### src/rtl/bp_be_stride_prefetch_engine.sv
// Stride reference-prediction table keyed by PC, plus a burst generator that
// issues strided prefetch addresses over a valid/ready port once a stride is confirmed.
module bp_be_stride_prefetch_engine #(
  parameter int vaddr_width_p  = 39,
  parameter int entries_p      = 16,
  parameter int stride_width_p = 12,
  parameter int conf_width_p   = 2,
  parameter int conf_thresh_p  = 2,
  parameter int degree_p       = 4,
  parameter bit train_stores_p = 1'b1,
  localparam int deg_w = $clog2(degree_p) + 1
) (
  input  logic                     clk_i,
  input  logic                     reset_n_i,
  input  logic                     flush_i,
  input  logic [deg_w-1:0]         degree_i,
  input  logic                     train_v_i,
  input  logic [vaddr_width_p-1:0] train_pc_i,
  input  logic [vaddr_width_p-1:0] train_addr_i,
  input  logic                     train_store_i,
  output logic                     pf_v_o,
  output logic [vaddr_width_p-1:0] pf_addr_o,
  input  logic                     pf_ready_i,
  output logic                     trig_drop_o
);
  localparam int idx_w = $clog2(entries_p);
  localparam int aw    = vaddr_width_p;
  localparam int sw    = stride_width_p;
  localparam int cw    = conf_width_p;

  typedef enum logic {IDLE, ISSUE} state_e;

  logic [entries_p-1:0]  valid;
  logic [aw-1:0]         tag       [entries_p];
  logic [aw-1:0]         last_addr [entries_p];
  logic signed [sw-1:0]  stride    [entries_p];
  logic [cw-1:0]         conf      [entries_p];
  logic [idx_w-1:0]      rr;

  state_e               state;
  logic signed [sw-1:0] burst_stride;
  logic [deg_w-1:0]     n, k;
  logic                 pf_v, trig_drop;
  logic [aw-1:0]        pf_addr;

  function automatic logic [cw-1:0] sat_inc(input logic [cw-1:0] c);
    return (&c) ? c : c + cw'(1);
  endfunction

  function automatic logic [deg_w-1:0] clamp_degree(input logic [deg_w-1:0] d);
    if (d == '0) return deg_w'(1);
    if (d > deg_w'(degree_p)) return deg_w'(degree_p);
    return d;
  endfunction

  // A delta fits the stride field when its bits above the stride sign bit all copy it.
  function automatic logic fits_stride(input logic [aw-1:0] d);
    return (d[aw-1:sw-1] == '0) || (d[aw-1:sw-1] == '1);
  endfunction

  function automatic logic [aw-1:0] sext(input logic signed [sw-1:0] s);
    return {{(aw-sw){s[sw-1]}}, s};
  endfunction

  logic                 accept, hit, has_free, match, trigger, delta_fits;
  logic [idx_w-1:0]     hit_idx, free_idx, alloc_idx;
  logic [aw-1:0]        delta;
  logic [cw-1:0]        hit_conf_nxt;
  logic signed [sw-1:0] hit_stride_nxt;

  assign accept = train_v_i & ~flush_i & (~train_store_i | train_stores_p);

  // Descending scan so the lowest matching / lowest free index wins.
  always_comb begin
    hit      = 1'b0;
    hit_idx  = '0;
    has_free = 1'b0;
    free_idx = '0;
    for (int i = entries_p - 1; i >= 0; i--) begin
      if (valid[i] && (tag[i] == train_pc_i)) begin
        hit     = 1'b1;
        hit_idx = idx_w'(i);
      end
      if (!valid[i]) begin
        has_free = 1'b1;
        free_idx = idx_w'(i);
      end
    end
  end

  assign alloc_idx  = has_free ? free_idx : rr;
  assign delta      = train_addr_i - last_addr[hit_idx];
  assign delta_fits = fits_stride(delta);

  always_comb begin
    match          = 1'b0;
    hit_conf_nxt   = conf[hit_idx];
    hit_stride_nxt = stride[hit_idx];
    if (delta_fits && (stride[hit_idx] != '0) && ($signed(delta[sw-1:0]) == stride[hit_idx])) begin
      match        = 1'b1;
      hit_conf_nxt = sat_inc(conf[hit_idx]);
    end else if (conf[hit_idx] != '0) begin
      hit_conf_nxt = conf[hit_idx] - cw'(1);
    end else begin
      hit_stride_nxt = delta_fits ? $signed(delta[sw-1:0]) : '0;
    end
  end

  assign trigger = accept & hit & match & (hit_conf_nxt >= cw'(conf_thresh_p));

  // Table payload and burst parameters; qualified by valid/state, so never reset.
  always_ff @(posedge clk_i) begin
    if (accept) begin
      if (hit) begin
        last_addr[hit_idx] <= train_addr_i;
        stride[hit_idx]    <= hit_stride_nxt;
        conf[hit_idx]      <= hit_conf_nxt;
      end else begin
        tag[alloc_idx]       <= train_pc_i;
        last_addr[alloc_idx] <= train_addr_i;
        stride[alloc_idx]    <= '0;
        conf[alloc_idx]      <= '0;
      end
    end
    if ((state == IDLE) && trigger) begin
      burst_stride <= hit_stride_nxt;
      n            <= clamp_degree(degree_i);
    end
  end

  always_ff @(posedge clk_i or negedge reset_n_i) begin
    if (!reset_n_i) begin
      valid     <= '0;
      rr        <= '0;
      state     <= IDLE;
      k         <= '0;
      pf_v      <= 1'b0;
      pf_addr   <= '0;
      trig_drop <= 1'b0;
    end else if (flush_i) begin
      valid     <= '0;
      rr        <= '0;
      state     <= IDLE;
      pf_v      <= 1'b0;
      trig_drop <= 1'b0;
    end else begin
      trig_drop <= trigger && (state == ISSUE);
      if (accept && !hit) begin
        valid[alloc_idx] <= 1'b1;
        if (!has_free) rr <= rr + idx_w'(1);
      end
      case (state)
        IDLE: begin
          if (trigger) begin
            state   <= ISSUE;
            pf_v    <= 1'b1;
            pf_addr <= train_addr_i + sext(hit_stride_nxt);
            k       <= deg_w'(1);
          end
        end
        ISSUE: begin
          if (pf_v && pf_ready_i) begin
            if (k == n) begin
              state <= IDLE;
              pf_v  <= 1'b0;
            end else begin
              k       <= k + deg_w'(1);
              pf_addr <= pf_addr + sext(burst_stride);
            end
          end
        end
        default: state <= IDLE;
      endcase
    end
  end

  assign pf_v_o      = pf_v;
  assign pf_addr_o   = pf_addr;
  assign trig_drop_o = trig_drop;
endmodule
### config.mk
export PLATFORM = sky130hd
export DESIGN_NAME = bp_be_stride_prefetch_engine
export DESIGN_NICKNAME = d
export VERILOG_FILES = /design/src/rtl/bp_be_stride_prefetch_engine.sv
export SDC_FILE = /design/constraint.sdc
export NUM_CORES = 2
export LEC_CHECK = 0
export ABC_AREA = 1
export BUFFER_PORTS_ARGS = -buffer_cell sky130_fd_sc_hd__buf_2
export CELL_PAD_IN_SITES_DETAIL_PLACEMENT = 1
export CELL_PAD_IN_SITES_GLOBAL_PLACEMENT = 2
export CORE_MARGIN = 5
export CORE_UTILIZATION = 48
export CTS_BUF_LIST = sky130_fd_sc_hd__clkbuf_8
export CTS_CLUSTER_DIAMETER = 200
export DETAILED_ROUTE_END_ITERATION = 16
export PLACE_DENSITY = 0.9
export SYNTH_ARGS = -nofsm -noshare
export SYNTH_HDL_FRONTEND = slang
export SYNTH_SLANG_ARGS = --single-unit
### constraint.sdc
create_clock -name clk_i -period 16.7 [get_ports clk_i]
set_input_delay 3.34 -clock clk_i [delete_from_list [all_inputs] [get_ports clk_i]]
set_output_delay 3.34 -clock clk_i [all_outputs]
set_load 0.03 [all_outputs]
* Yosys cells after proc, flatten, opt, wreduce, memory -nomap -nowiden
Memory sizes are Yosys's and may differ from the RTL's.
Index checks and enable logic that the tools add are counted.
** Word-level totals
- Output and inout port bits :: 41
- Word-level logic and storage cells :: 216
- Memory bits (read-only) :: 0
- Input bits :: 87
- Memories :: 4
- Memory bits (writable) :: 1472
- Bits in latches :: 0
- Flip-flop bits (word level) :: 80
** Operators by class
- Shift operators :: 0
- Reduce and logical (&&, ||, !) cells :: 37
- Add/sub/neg operators :: 7
- Mux-type cells :: 122
- Bitwise operators :: 7
- Order comparisons :: 4
- Equality and inequality tests :: 26
- Divide/modulo/power cells :: 0
- Multipliers :: 0
** Memory list
- last_addr :: words 16, width 39, rd ports 1, clocked after memory_dff 0, write ports 1, RTL line 35 : logic [aw-1:0] last_addr [entries_p];
- tag :: words 16, width 39, rd ports 16, clocked after memory_dff 0, write ports 1, RTL line 34 : logic [aw-1:0] tag [entries_p];
- stride :: words 16, width 12, rd ports 1, clocked after memory_dff 0, write ports 1, RTL line 36 : logic signed [sw-1:0] stride [entries_p];
- conf :: words 16, width 2, rd ports 1, clocked after memory_dff 0, write ports 1, RTL line 37 : logic [cw-1:0] conf [entries_p];
** Operator list (count)
- 39-bit equality test :: 16
- 39-bit 2-to-1 mux :: 4
- 4-bit 2-to-1 mux :: 39
- 39-bit adder :: 2
- 39-bit case mux with 2 select lines :: 1
- 1-bit 2-to-1 mux :: 57
- 12-bit 2-to-1 mux :: 4
- 39-bit OR reduction :: 1
- 39-bit subtractor :: 1
- 16-bit 2-to-1 mux :: 2
- 28-bit equality test, second input constant :: 1
- 28-bit zero test :: 1
- 1-bit logical AND :: 23
- 3-bit 2-to-1 mux :: 7
- 16-bit OR :: 1
- 12-bit equality test :: 1
- 12-bit nonzero test :: 1
- 12-bit OR reduction :: 1
- 2-bit 2-to-1 mux :: 4
- 2-bit inequality test, second input constant :: 3
- 3-bit by 2-bit inequality test with 1-bit output, second input constant :: 2
- 3-bit case mux with 2 select lines :: 1
- 4-bit by 5-bit < comparator with 1-bit output, second input constant :: 1
- 4-bit by 1-bit adder with 4-bit output, second input constant :: 1
- other kinds (21) :: 28

* Longest topological paths before layout
An unclocked memory read counts as a cell.
- Word-level depth :: 33
- Gate-level depth with buffers :: 100
- Depth with buffers taken out :: 94

* Least setup slack after synthesis
Ideal clock, no wire load.
- Path type :: input to register
- Start point :: input port train_pc_i[2]
- End point :: register pf_addr[37], in the netlist pf_addr_o[37]
- Buffers on the path :: 10
- Stages on the path :: 82
- Setup slack :: 3.188 ns
- Library setup time :: 0.063 ns
- Data arrival time :: 13.450 ns
- Data required time :: 16.638 ns
- Cell sequence :: buf_4 inv_2 buf_6 buf_6 nand2_1 o21ai_1 or4_1 nor4_1 nand4_1 buf_2 nand2_4 buf_6 buf_4 buf_2 buf_1 clkbuf_1 nor2_1 o21ai_0 [... 46 more ...] o21ai_0 nand3_1 nand2_1 nand2_1 nand2_1 nand2_1 nand3_1 nand2_1 nand2_1 a21oi_1 o21ai_0 inv_1 o221ai_1 xor2_1 nand2_1 nand3_1 nand2_1 inv_1
** On the way
- Elaborated cells between the ends (all ways) :: 95
- Those cells by class :: add/sub (4); order compare (1); eq/ne (19); mux (41); bitwise (3); reduce/logical (24); memory (3)
** RTL lines
- start, declared :: RTL line 18 : input logic [vaddr_width_p-1:0] train_pc_i,
- 39-bit equality test :: RTL line 80 : if (valid[i] && (tag[i] == train_pc_i)) begin
- 1-bit logical AND :: RTL line 80
- 4-bit 2-to-1 mux (15 in series) :: RTL line 80
- 4-bit 2-to-1 mux * :: RTL line 80
- memory read 16 x 39 bit
- 39-bit subtractor :: RTL line 92 : assign delta = train_addr_i - last_addr[hit_idx];
- 28-bit equality test or 28-bit zero test (tied branches) :: RTL line 58 : return (d[aw-1:sw-1] == '0) || (d[aw-1:sw-1] == '1);
- 1-bit logical OR :: RTL line 58
- 12-bit 2-to-1 mux or 1-bit logical AND (tied branches) :: RTL line 105, 99
- 12-bit 2-to-1 mux or 1-bit logical AND (tied branches) :: RTL line 102, 99
- 12-bit 2-to-1 mux * :: RTL line 99 : if (delta_fits && (stride[hit_idx] != '0) && ($signed(delta[sw-1:0]) == stride[hit_idx])) begin
- net hit_stride_nxt[2] :: RTL line 69 : logic signed [sw-1:0] hit_stride_nxt;
- 39-bit adder * :: RTL line 157 : pf_addr <= train_addr_i + sext(hit_stride_nxt);
- 39-bit 2-to-1 mux * :: RTL line 154 : if (trigger) begin
- 39-bit case mux with 2 select lines * :: RTL line 152 : case (state)
- end signal, assigned :: RTL line 157
- end signal, assigned :: RTL line 168 : pf_addr <= pf_addr + sext(burst_stride);
- end, declared :: RTL line 44 : logic [aw-1:0] pf_addr;
The timed path passes the listed nets; every way through them passes the cells marked *. The select of a mux whose other input is x is not followed.
A chain may end at the register's enable or synchronous reset.

* Final worst setup path
- Start point :: input port train_pc_i[38]
- End point :: register pf_addr[38], in the netlist pf_addr_o[38]
Same word-level chain as after synthesis.

==> out/results.ini <==
[status]
status = finished clean

[synth]
synth_compound_gate_area_share_pct = 9.89
synth_cell_types = 61
synth_simple_gate_area_share_pct = 15.4
synth_top_area_cell = edfxtp_1
yosysWarnings = 0
netlist_area_mm2 = 0.0705
synthAdderAreaFrac_pct = 2.18
avgSynthCellArea_um2 = 11.0
synth_ff_type = edfxtp_1
syn_inst = 6385
synth_area_leaders = edfxtp_1 (63%), nand2_1 (9.5%), a21oi_1 (2.7%), o21ai_0 (2.3%), dfrtp_1 (2.3%)
synth_seq_area_share_pct = 65.6
muxShareOfSynthArea_pct = 0.170
async_flop_share_pct = 4.19
synth_seq_cells = 1552
synth_xor_area_share_pct = 2.66
yosys.area.top_type_share_pct = 63.3
synth_edf_count = 1487
synth_fp_nets = 6593
synth_top_family_by_area = simple AND/OR/NAND/NOR gates

[place]
gp_congestion = 0.886
port_buffers = 126
place_area_mm2 = 0.0740
hpwl_um = 156000

[grt]
grt_pass1_wl_um = 360000
grt_pass1_vias = 55700
overflow = 0
gr-usage-all-layers_pct = 31.8
antenna_found_initial = 17
grt_max_degree = 73

[cts]
cts_tree = built
insertion_delay_ps = 990
cts.clk_slew.worst_paths_ps = 60
cts.sinks = 1552
cts_resized = 0
root_buffer = clkbuf_8
cts_hold_buf = 0
post_cts_buffers = 0
htree_num_levels = 5
clock_path_buffers = 4
numCtsBuffers = 280

[route]
firstDrtPassIters = 7
vias = 53800
dr.first_iter.drc_count = 5007
routed_wl_um = 250000
post-route-drc-count = 0
vias_per_cell = 6.10
wire_per_inst_um = 28.4
drtAntennaViolNets = 0

[timing]
fmax_mhz = 64.8
maxSlewViolCount = 0
tightest_slew_ps = 1260
min_period_over_period_pct = 92.4
clock_skew_ps = 78.1
final_hold_viol_count = 0
finalSetupViolations = 0
fin_crit_ps = 15420
slew_headroom_pct = 15.6
setup-tns-final_ps = 0
rsz0062_at_grt = no

[final_layout]
final_common_cell = nand2_1
final_area_mm2 = 0.0788
final_nets = 6915
mostFrequentLayoutCells = nand2_1 (1786), edfxtp_1 (1487), inv_1 (406)
drive_gt1_share_pct = 10.9
syn2layout_area_growth_pct = 11.7

[worst_setup_path]
cpMostUsedCell = nand2_1
r2r-start = tag[7][6]$_DFFE_PP_
cp-start-kind = input port
crit_type = in -> reg
cp_max_fo = 30
worst_r2r_endpoint = pf_addr_o[38]$_DFFE_PN0P_
path_delay_family = simple AND/OR/NAND/NOR gates
endpoint_kind = flip-flop
critPathMaxStageDelay_ps = 490
cp_num_buf_inv = 10
cp.required_ps = 17550
cp-startpoint = train_pc_i[38]
arrival_ps = 16270
r2r_setup_slack_ps = 3980
r2r_cells = 73
slowest_stage = nor2_1

[min_path]
worstHoldStart = pf_addr_o[19]$_DFFE_PN0P_
min_to = pf_addr_o[19]$_DFFE_PN0P_
hp-class = reg -> reg
hold_depth = 2

[floorplanning]
core_mm2 = 0.146
die_width_um = 393
initial_core_util_pct = 48.3
die-area_mm2 = 0.155
dieHeight_um = 393
row_count = 140
io_pins = 128

[power]
peakVddDrop_v = 0.0000731
pwr-share-seq_pct = 53.7
switchingPower_w = 0.00195
combPwrFrac_pct = 6.5
clockPowerShare_pct = 39.8
cell_internal_pwr_w = 0.00604
swShare_pct = 24.4
power_density_mw_per_mm2 = 101
p_leak_nw = 29.5

[flow_run]
cap_violations = 0

-- flip-flops by register name, indices dropped and copies added, names as in the netlist --
register	count
stride	192
k	3
tag	624
valid	16
n	3
conf	32
trig_drop_o	1
state	1
rr	4
burst_stride	12
last_addr	624
pf_addr_o	39
pf_v_o	1
-- cell families after synthesis --
group | after synthesis
buffers and inverters | 650
adder cells (fa/ha/maj) | 121
AND/OR/NAND/NOR | 2663
XOR/XNOR | 214
AO/OA/AOI/OAI | 1173
flip-flops | 1552
multiplexers | 12
-- power groups by stage --
stage,Clock (W),Combinational [W],Sequential [W]
floorplan,0,0.000249,0.00437
global placement,0,0.000491,0.00437
detailed placement,0,0.000506,0.00437
CTS,0.00321,0.000510,0.00429
global route,0.00341,0.000545,0.00429
finish,0.00318,0.000519,0.00429
-- stage by stage --
| stage | instances | hold WS, ps | util (%) | power [W] | setup WS (ps) |
|---|---|---|---|---|---|
| after floorplan | 6385 | 482 | - | 0.00462 | 3190 |
| after global placement | 8342 | 495 | 50.7 | 0.00486 | 799 |
| after detailed placement | 8342 | 509 | 50.7 | 0.00488 | 384 |
| after CTS | 8809 | 522 | 54.0 | 0.00801 | 1350 |
| after global routing | 8814 | 546 | 54.0 | 0.00824 | 101 |
| final | 8820 | 510 | 54.0 | 0.00799 | 1280 |
-- worst max path at each step --
stage | endpoint | depth (start not counted)
6_report | pf_addr_o[38]$_DFFE_PN0P_ | 83
5_1_grt | pf_addr_o[38]$_DFFE_PN0P_ | 83
4_1_cts | pf_addr_o[35]$_DFFE_PN0P_ | 87
3_5_place_dp | pf_addr_o[38]$_DFFE_PN0P_ | 85
3_3_place_gp | pf_addr_o[38]$_DFFE_PN0P_ | 81
2_1_floorplan | pf_addr_o[37]$_DFFE_PN0P_ | 82
-- synth_stat cells (all sizes together) (10+ instances only) --
cell type / count
a31oi: 12
nor2: 412
xnor2: 133
xor2: 81
o21ai: 375
ha: 118
or2: 17
inv: 358
a211oi: 109
nor4: 57
dfrtp: 65
nor3: 22
a221oi: 24
mux2i: 12
nand3: 259
edfxtp: 1487
o31ai: 34
nand4: 67
and2: 13
o211ai: 14
buf: 164
o22ai: 96
o2111ai: 16
a21oi: 376
o32ai: 31
a22o: 46
o21a: 10
clkbuf: 128
nand2: 1790
-- worst reg2reg max path, delay by kind of cell (launching register included) --
kind	cells	cell delay, ps
AOI/OAI and AO/OA	22	4240
xor gates and xnor gates	2	440
adders and majority gates	3	970
buffers and inverters	9	1410
DFF	1	530
and+or+nand+nor	37	5050
-- metal layers --
metal | vias to the layer above | global-route usage [%] | wire [um]
met3 | 899 | 5.39 | 18900
li1 | 23300 | - | -
met1 | 26900 | 37.2 | 90400
met2 | 2620 | 54.5 | 122000
met4 | 8 | 20.3 | 18500
met5 | - | 0 | 48
-- area by class of cell --
type	instances	area [um^2]
fill	15600	67200
timing repair buffer	332	2280
clock buffer	290	3990
tap	1917	2400
sequential	1552	46300
multi-input combinational	4183	21700
antenna	11	27.5
clock inverter	177	754
inverter	358	1360
Note: power is estimated with default switching activity, not from simulation.
